==> src/rtl/fetch_pkg.sv <==
// Shared types and constants for the instruction fetch stage.
package fetch_pkg;

    typedef enum logic [1:0] {
        S_REQ  = 2'd0,
        S_REL  = 2'd1,
        S_WAIT = 2'd2
    } fetch_state_t;

    localparam int INSTR_BYTES = 4;
    localparam int INSTR_WIDTH = 32;

endpackage

==> src/rtl/fetch_stage.sv <==
// Instruction fetch: holds the PC, runs the four-phase icache read handshake and
// presents each fetched instruction to decode through a one-entry valid/ready register.
module fetch_stage
    import fetch_pkg::*;
#(
    parameter int unsigned           ADDR_WIDTH = 64,
    parameter logic [ADDR_WIDTH-1:0] RESET_PC   = '0
) (
    input  logic                   clock,
    input  logic                   reset,
    input  logic                   redirect_valid,
    input  logic [ADDR_WIDTH-1:0]  redirect_pc,
    output logic                   icache_read_enable,
    output logic [ADDR_WIDTH-1:0]  icache_address,
    input  logic [INSTR_WIDTH-1:0] icache_data,
    input  logic                   icache_send_enable,
    output logic                   if_valid,
    output logic [INSTR_WIDTH-1:0] if_instr,
    output logic [ADDR_WIDTH-1:0]  if_pc,
    input  logic                   id_ready
);

    fetch_state_t          state;
    logic [ADDR_WIDTH-1:0] pc;
    logic [ADDR_WIDTH-1:0] req_addr;
    logic                  discard;

    logic [ADDR_WIDTH-1:0] redirect_target;
    logic [ADDR_WIDTH-1:0] pc_next;
    logic                  slot_free;

    always_comb begin
        redirect_target = {redirect_pc[ADDR_WIDTH-1:2], 2'b00};
        // A redirect in the cycle a request is launched must already steer that request.
        pc_next         = redirect_valid ? redirect_target : pc;
        slot_free       = !if_valid || id_ready;
    end

    assign icache_address = req_addr;

    always_ff @(posedge clock) begin
        if (reset) begin
            state              <= S_REQ;
            pc                 <= RESET_PC;
            req_addr           <= RESET_PC;
            discard            <= 1'b0;
            icache_read_enable <= 1'b0;
            if_valid           <= 1'b0;
            if_instr           <= '0;
            if_pc              <= '0;
        end else begin
            if (if_valid && id_ready) begin
                if_valid <= 1'b0;
            end

            case (state)
                S_REQ: begin
                    if (!icache_read_enable) begin
                        // First cycle out of reset: launch the request.
                        icache_read_enable <= 1'b1;
                        req_addr           <= pc_next;
                    end else if (icache_send_enable) begin
                        state              <= S_REL;
                        icache_read_enable <= 1'b0;
                        discard            <= 1'b0;
                        if (!discard && !redirect_valid) begin
                            if_instr <= icache_data;
                            if_pc    <= req_addr;
                            if_valid <= 1'b1;
                            pc       <= req_addr + ADDR_WIDTH'(INSTR_BYTES);
                        end
                    end else if (redirect_valid) begin
                        // The cache cannot abort; finish the handshake and drop its data.
                        discard <= 1'b1;
                    end
                end
                S_REL: begin
                    if (!icache_send_enable) begin
                        if (slot_free) begin
                            state              <= S_REQ;
                            req_addr           <= pc_next;
                            icache_read_enable <= 1'b1;
                        end else begin
                            state <= S_WAIT;
                        end
                    end
                end
                S_WAIT: begin
                    if (slot_free) begin
                        state              <= S_REQ;
                        req_addr           <= pc_next;
                        icache_read_enable <= 1'b1;
                    end
                end
                default: begin
                    state              <= S_REQ;
                    icache_read_enable <= 1'b0;
                end
            endcase

            if (redirect_valid) begin
                pc       <= redirect_target;
                if_valid <= 1'b0;
            end
        end
    end

endmodule
==> config.mk <==
export PLATFORM = sky130hd
export DESIGN_NAME = fetch_stage
export DESIGN_NICKNAME = d
export VERILOG_FILES = /design/src/rtl/fetch_pkg.sv /design/src/rtl/fetch_stage.sv
export SDC_FILE = /design/constraint.sdc
export NUM_CORES = 1
export LEC_CHECK = 0
export BUFFER_PORTS_ARGS = -buffer_cell sky130_fd_sc_hd__buf_2
export CAP_MARGIN = 20
export CORE_UTILIZATION = 30
export CTS_BUF_LIST = sky130_fd_sc_hd__clkbuf_8 sky130_fd_sc_hd__clkbuf_16
export DETAILED_ROUTE_END_ITERATION = 8
export PLACE_DENSITY = 0.53
export SETUP_SLACK_MARGIN = 0.5
export SYNTH_ARGS = -nofsm -noshare
export SYNTH_HDL_FRONTEND = slang
export SYNTH_SLANG_ARGS = --single-unit
==> constraint.sdc <==
create_clock -name clock -period 6.55 [get_ports clock]
set_input_delay 0.655 -clock clock [delete_from_list [all_inputs] [get_ports clock]]
set_output_delay 0.655 -clock clock [all_outputs]
set_load 0.02 [all_outputs]
Word-level counts from Yosys, hierarchy flattened
Index checks and enable logic that the tools add are counted.
{ "totals": {"ff_bits": 229, "input_bits": 101, "output_inout_bits": 162} }
{ "classes": {"n_addsub": 1, "eq_ne": 7, "mux": 28, "n_reduce_logical": 18} }
{ "ops": {"columns": ["cell", "count"], "rows": [
  ["$mux 64", 9],
  ["$pmux 64 s3", 1],
  ["$add 64x3->64 const B", 1],
  ["$reduce_and 4->1", 3],
  ["$mux 1", 11],
  ["$mux 2", 5],
  ["$ne 2x2->1 const B", 5],
  ["$reduce_bool 2->1", 4],
  ["$pmux 2 s3", 1],
  ["$reduce_and 3->1", 2],
  ["$logic_not 1->1", 3],
  ["$pmux 1 s3", 1],
  ["$reduce_bool 3->1", 1],
  ["$eq 2x1->1 const B", 1],
  ["$eq 2x2->1 const B", 1],
  ["$logic_and 1x1->1", 2],
  ["$logic_not 2->1", 1],
  ["$reduce_or 2->1", 1],
  ["$logic_or 1x1->1", 1]
]} }

Logic depth before layout (Yosys ltp)
{ "depth": {"ltp_word": 7, "mapped_depth": 10, "depth_no_buf": 8} }

Worst setup path before layout
OpenSTA, ideal clock, no wires.
{ "synth_path": {"path_type": "register -> register", "start": "reg req_addr[7] (netlist: icache_address[7])", "end": "reg pc[33]", "arrival_ns": 2.056, "setup_slack_ns": 4.366, "stages_incl_launch_ff": 9, "path_buffers": 2, "path_cell_list": "dfxtp_1 > buf_2 > nand4_4 > nor4_4 > buf_4 > nand4_1 > xnor2_1 > a222oi_1 > nor2_1"} }
{ "synth_between": {"elab_chain_len": 6} }
{ "synth_lines": {"columns": ["item", "line", "rtl"], "rows": [
  ["start: declaration", "fetch_stage.sv:25", "logic [ADDR_WIDTH-1:0] req_addr;"],
  ["start signal: assignment", "fetch_stage.sv:61", "req_addr <= pc_next;"],
  ["start signal: assignment", "fetch_stage.sv:81", "req_addr <= pc_next;"],
  ["start signal: assignment", "fetch_stage.sv:91", "req_addr <= pc_next;"],
  ["$add 64x3->64", "fetch_stage.sv:70", "pc <= req_addr + ADDR_WIDTH'(INSTR_BYTES);"],
  ["$mux 64", "fetch_stage.sv:66", "if (!discard && !redirect_valid) begin"],
  ["$mux 64", "fetch_stage.sv:62", "end else if (icache_send_enable) begin"],
  ["$mux 64", "fetch_stage.sv:58", "if (!icache_read_enable) begin"],
  ["$mux 64", "fetch_stage.sv:56", "case (state)"],
  ["$mux 64", "fetch_stage.sv:101", "if (redirect_valid) begin"],
  ["end signal: assignment", "fetch_stage.sv:70", null],
  ["end signal: assignment", "fetch_stage.sv:102", "pc <= redirect_target;"],
  ["end: declaration", "fetch_stage.sv:24", "logic [ADDR_WIDTH-1:0] pc;"]
]} }
Every way passes these cells. The select of a mux whose other input is x is not followed.
A chain may end at the register's enable or synchronous reset.

Worst setup path after layout
{ "layout_path": {"start": "reg state[0]", "end": "reg req_addr[27] (netlist: icache_address[27])"} }
{ "layout_between": {"elab_chain_len": 3, "elab_cells_between_ends": 8, "cone_classes": "eq/ne: 4; mux: 1; reduce/logical: 3"} }
{ "layout_lines": {"columns": ["item", "line", "rtl"], "rows": [
  ["start: declaration", "fetch_stage.sv:23", "fetch_state_t state;"],
  ["start signal: assignment", "fetch_stage.sv:43", "state <= S_REQ;"],
  ["start signal: assignment", "fetch_stage.sv:63", "state <= S_REL;"],
  ["start signal: assignment", "fetch_stage.sv:80", "state <= S_REQ;"],
  ["$eq 2x1->1, or another cell as far along", "fetch_stage.sv:56", null],
  ["$ne 2x2->1 (no source line) / $reduce_bool 3->1 (equally long branches)", null, null],
  ["$reduce_and 3->1 (no source line)", null, null]
]} }
Parallel ways exist; a longest one is shown, timed or not.

==> impl_metrics.env <==
export IMPL_run_status="finished clean"
export IMPL_wl_per_cell_um=15.9
export IMPL_ys_ff_latch=229
export IMPL_slowest_delay_ns=0.70
export IMPL_chipWidth_um=185
export IMPL_antenna_found_initial=6
export IMPL_setup_viol=0
export IMPL_drive_gt1_frac=0.231
export IMPL_cts_hold_buf=0
export IMPL_cts_made_buffers=27
export IMPL_synth_edf_count=0
export IMPL_ff2ff_path_depth=9
export IMPL_final_antenna_net_count=0
export IMPL_max_slew_margin_rel=0.391
export IMPL_crit_end="icache_address[27]"
export IMPL_path_depth=9
export IMPL_synth_ff_type="dfxtp_1"
export IMPL_nets=1519
export IMPL_final_cell_mix="buf_2 (258), nand2_1 (233), dfxtp_1 (229)"
export IMPL_required_ns=6.98
export IMPL_crit_start="state[0]"
export IMPL_cts_sinks=229
export IMPL_vias_per_cell=4.91
export IMPL_synth_cells=1213
export IMPL_cts_resized=0
export IMPL_peakVddDrop_mv=0.208
export IMPL_post_route_period_util=0.449
export IMPL_ioPinCount=263
export IMPL_fillerInstances=3403
export IMPL_io_buffers=260
export IMPL_cts_max_level=1
export IMPL_dr_first_iter_drc_count=521
export IMPL_max_cap_violations=0
export IMPL_synthTopCellsByArea="dfxtp_1 (46%), nand2_1 (8.7%), a21oi_1 (6.5%)"
export IMPL_first_pass_iters=5
export IMPL_cts_tree="done"
export IMPL_multi_input_area_um2=5070
export IMPL_hpwl_um=19200
export IMPL_layout_commonest_cell="buf_2"
export IMPL_grt_pass1_vias=8180
export IMPL_syn_area_per_cell_um2=8.28
export IMPL_crit_chain="inv_1, ha_1, nand2_1, o211ai_1, a21oi_4, buf_4, buf_4, nor2_1, a311oi_1"
export IMPL_layout_area_overhead_vs_synth_pct=25.2
export IMPL_die_y_um=185
export IMPL_finalMaxSlewViolations=0
export IMPL_cp_end_kind="register"
export IMPL_grt_max_degree=93
export IMPL_critical_path_arrival_ns=3.37
export IMPL_clock_path_buffers=3
export IMPL_path_clk_slew_ns=0.06
export IMPL_crit_path_top_delay_cell="buf_4"
export IMPL_dieArea_um2=34200
export IMPL_hold_slack_ns=0.353
export IMPL_cp_top_family="buffers and inverters"
export IMPL_hold_viol_final=0
export IMPL_hold_path_class="in -> reg"
export IMPL_path_buf_inv=3
export IMPL_synthArstFlopShare=0
export IMPL_synth_warnings=0
export IMPL_regToRegEndpoint="icache_address[27]"
export IMPL_grt_pass1_wl_um=45600
export IMPL_finalClockSkew_ns=0.0103
export IMPL_setup_tns_ns=0
export IMPL_core_um2=32800
export IMPL_cts_setup_buffers=0
export IMPL_clkLatencyLatePin_ns=0.54
export IMPL_seq_area_um2=4580
export IMPL_r2r_slack_ns=3.61
export IMPL_root_buffer="clkbuf_16"
export IMPL_yosysSeqAreaShare=0.456
export IMPL_yosys_area_top_type="dfxtp_1"
export IMPL_drcViolationCount=0
export IMPL_grt_ovfl_total=0
export IMPL_reg2reg_from="state[0]"
export IMPL_worstMarginPinSlew_ns=0.914
export IMPL_cp_start_kind="register"
export IMPL_initial_utilization=0.306
export IMPL_syn_cell_area_um2=10000
export IMPL_min_from="icache_data[12]"
export IMPL_drt_wl_total_um=29800
export IMPL_num_vias=9216
export IMPL_crit_path_max_fanout=70
export IMPL_power_leakage_uw=0.00506
export IMPL_rsz0062_at_grt="false"
export IMPL_rows=66
export IMPL_min_period_ns=2.94
export IMPL_yosysTopAreaCellShare=0.456
export IMPL_path_class="reg -> reg"
export IMPL_place_congestion=0.731
export IMPL_fmax_mhz=340
export IMPL_synth_nets=1319
export IMPL_power_per_cell_area_nw_per_um2=390
export IMPL_ys_types=44
export IMPL_path_common_cell="buf_4"
export IMPL_track_usage=0.166
[per-layer routing]
metal,vias up,wire length (um),GRT usage,share of wire
li1,4657,-,-,-
met1,4283,14000,0.220,0.47
met2,228,13400,0.269,0.45
met3,42,1940,0.0411,0.065
met4,6,466,0.0380,0.016
met5,-,35,0,0.0012
[worst min-delay path: cells and delay by family]
kind | cells | cell delay, ns
compound gates | 1 | 0.05
buf+inv | 1 | 0.09
simple gates | 1 | 0.05
[power breakdown]
group / switching, uW / total, uW / internal (uW) / leakage [uW]
registers: 360 / 1990 / 1630 / 0.00187
clock network: 614 / 1550 / 933 / 0.000471
logic: 871 / 1370 / 496 / 0.00272
total: 1850 / 4900 / 3060 / 0.00506
[synth_stat cells, drive strengths merged, types with 7 or more instances]
library cell    n
a211oi         68
a21oi         131
a22oi          38
a311oi          9
and3           12
and4            8
buf             9
clkbuf         92
dfxtp         229
inv             9
mux2i          54
nand2         233
nand2b         11
nand3          27
nand4          20
nor2          114
nor3           16
nor4            7
o22ai          34
xnor2          38
xor2           22
[per-stage QoR]
| stage | setup slack [ns] | total power, uW | instances | util | area [um2] |
|---|---|---|---|---|---|
| 2_1_floorplan | 4.37 | 2900 | 1213 | - | 10000 |
| 3_3_place_gp | 3.59 | 3380 | 1825 | 0.355 | 11600 |
| 3_5_place_dp | 3.56 | 3400 | 1825 | 0.355 | 11600 |
| 4_1_cts | 3.62 | 4970 | 1874 | 0.383 | 12600 |
| 5_1_grt | 3.36 | 5210 | 1876 | 0.384 | 12600 |
| 6_report | 3.61 | 4900 | 1877 | 0.384 | 12600 |
[final cells by class]
class,count,share of cell area
clock inverter,16,0.0124
clock buffer,33,0.0603
tap,442,0.0440
inverter,9,0.00269
multi-input combinational,874,0.403
antenna,2,0.000398
timing repair buffer,272,0.113
sequential,229,0.364
[state kept, by name, indices dropped and copies added, names as in the netlist]
name and count:
icache_address 64, if_pc 64, if_instr 32, state 2, if_valid 1, icache_read_enable 1, discard 1, pc 64
[worst min path at each step]
| stage | end | depth (start not counted) |
|---|---|---|
| finish | if_instr[12] | 3 |
| global route | if_instr[0] | 3 |
| CTS | if_instr[0] | 3 |
| detailed placement | if_instr[16] | 2 |
| global placement | if_pc[23] | 2 |
| floorplan | pc[0] | 2 |
[logic make-up after synthesis]
group,count (synthesis),synth area share
compound gates,293,0.183
xor+xnor,60,0.0523
fa+ha+maj,5,0.00623
buf+inv,110,0.0425
flops,229,0.456
mux,54,0.0538
simple gates,462,0.206
(Power assumes the default switching activity.)
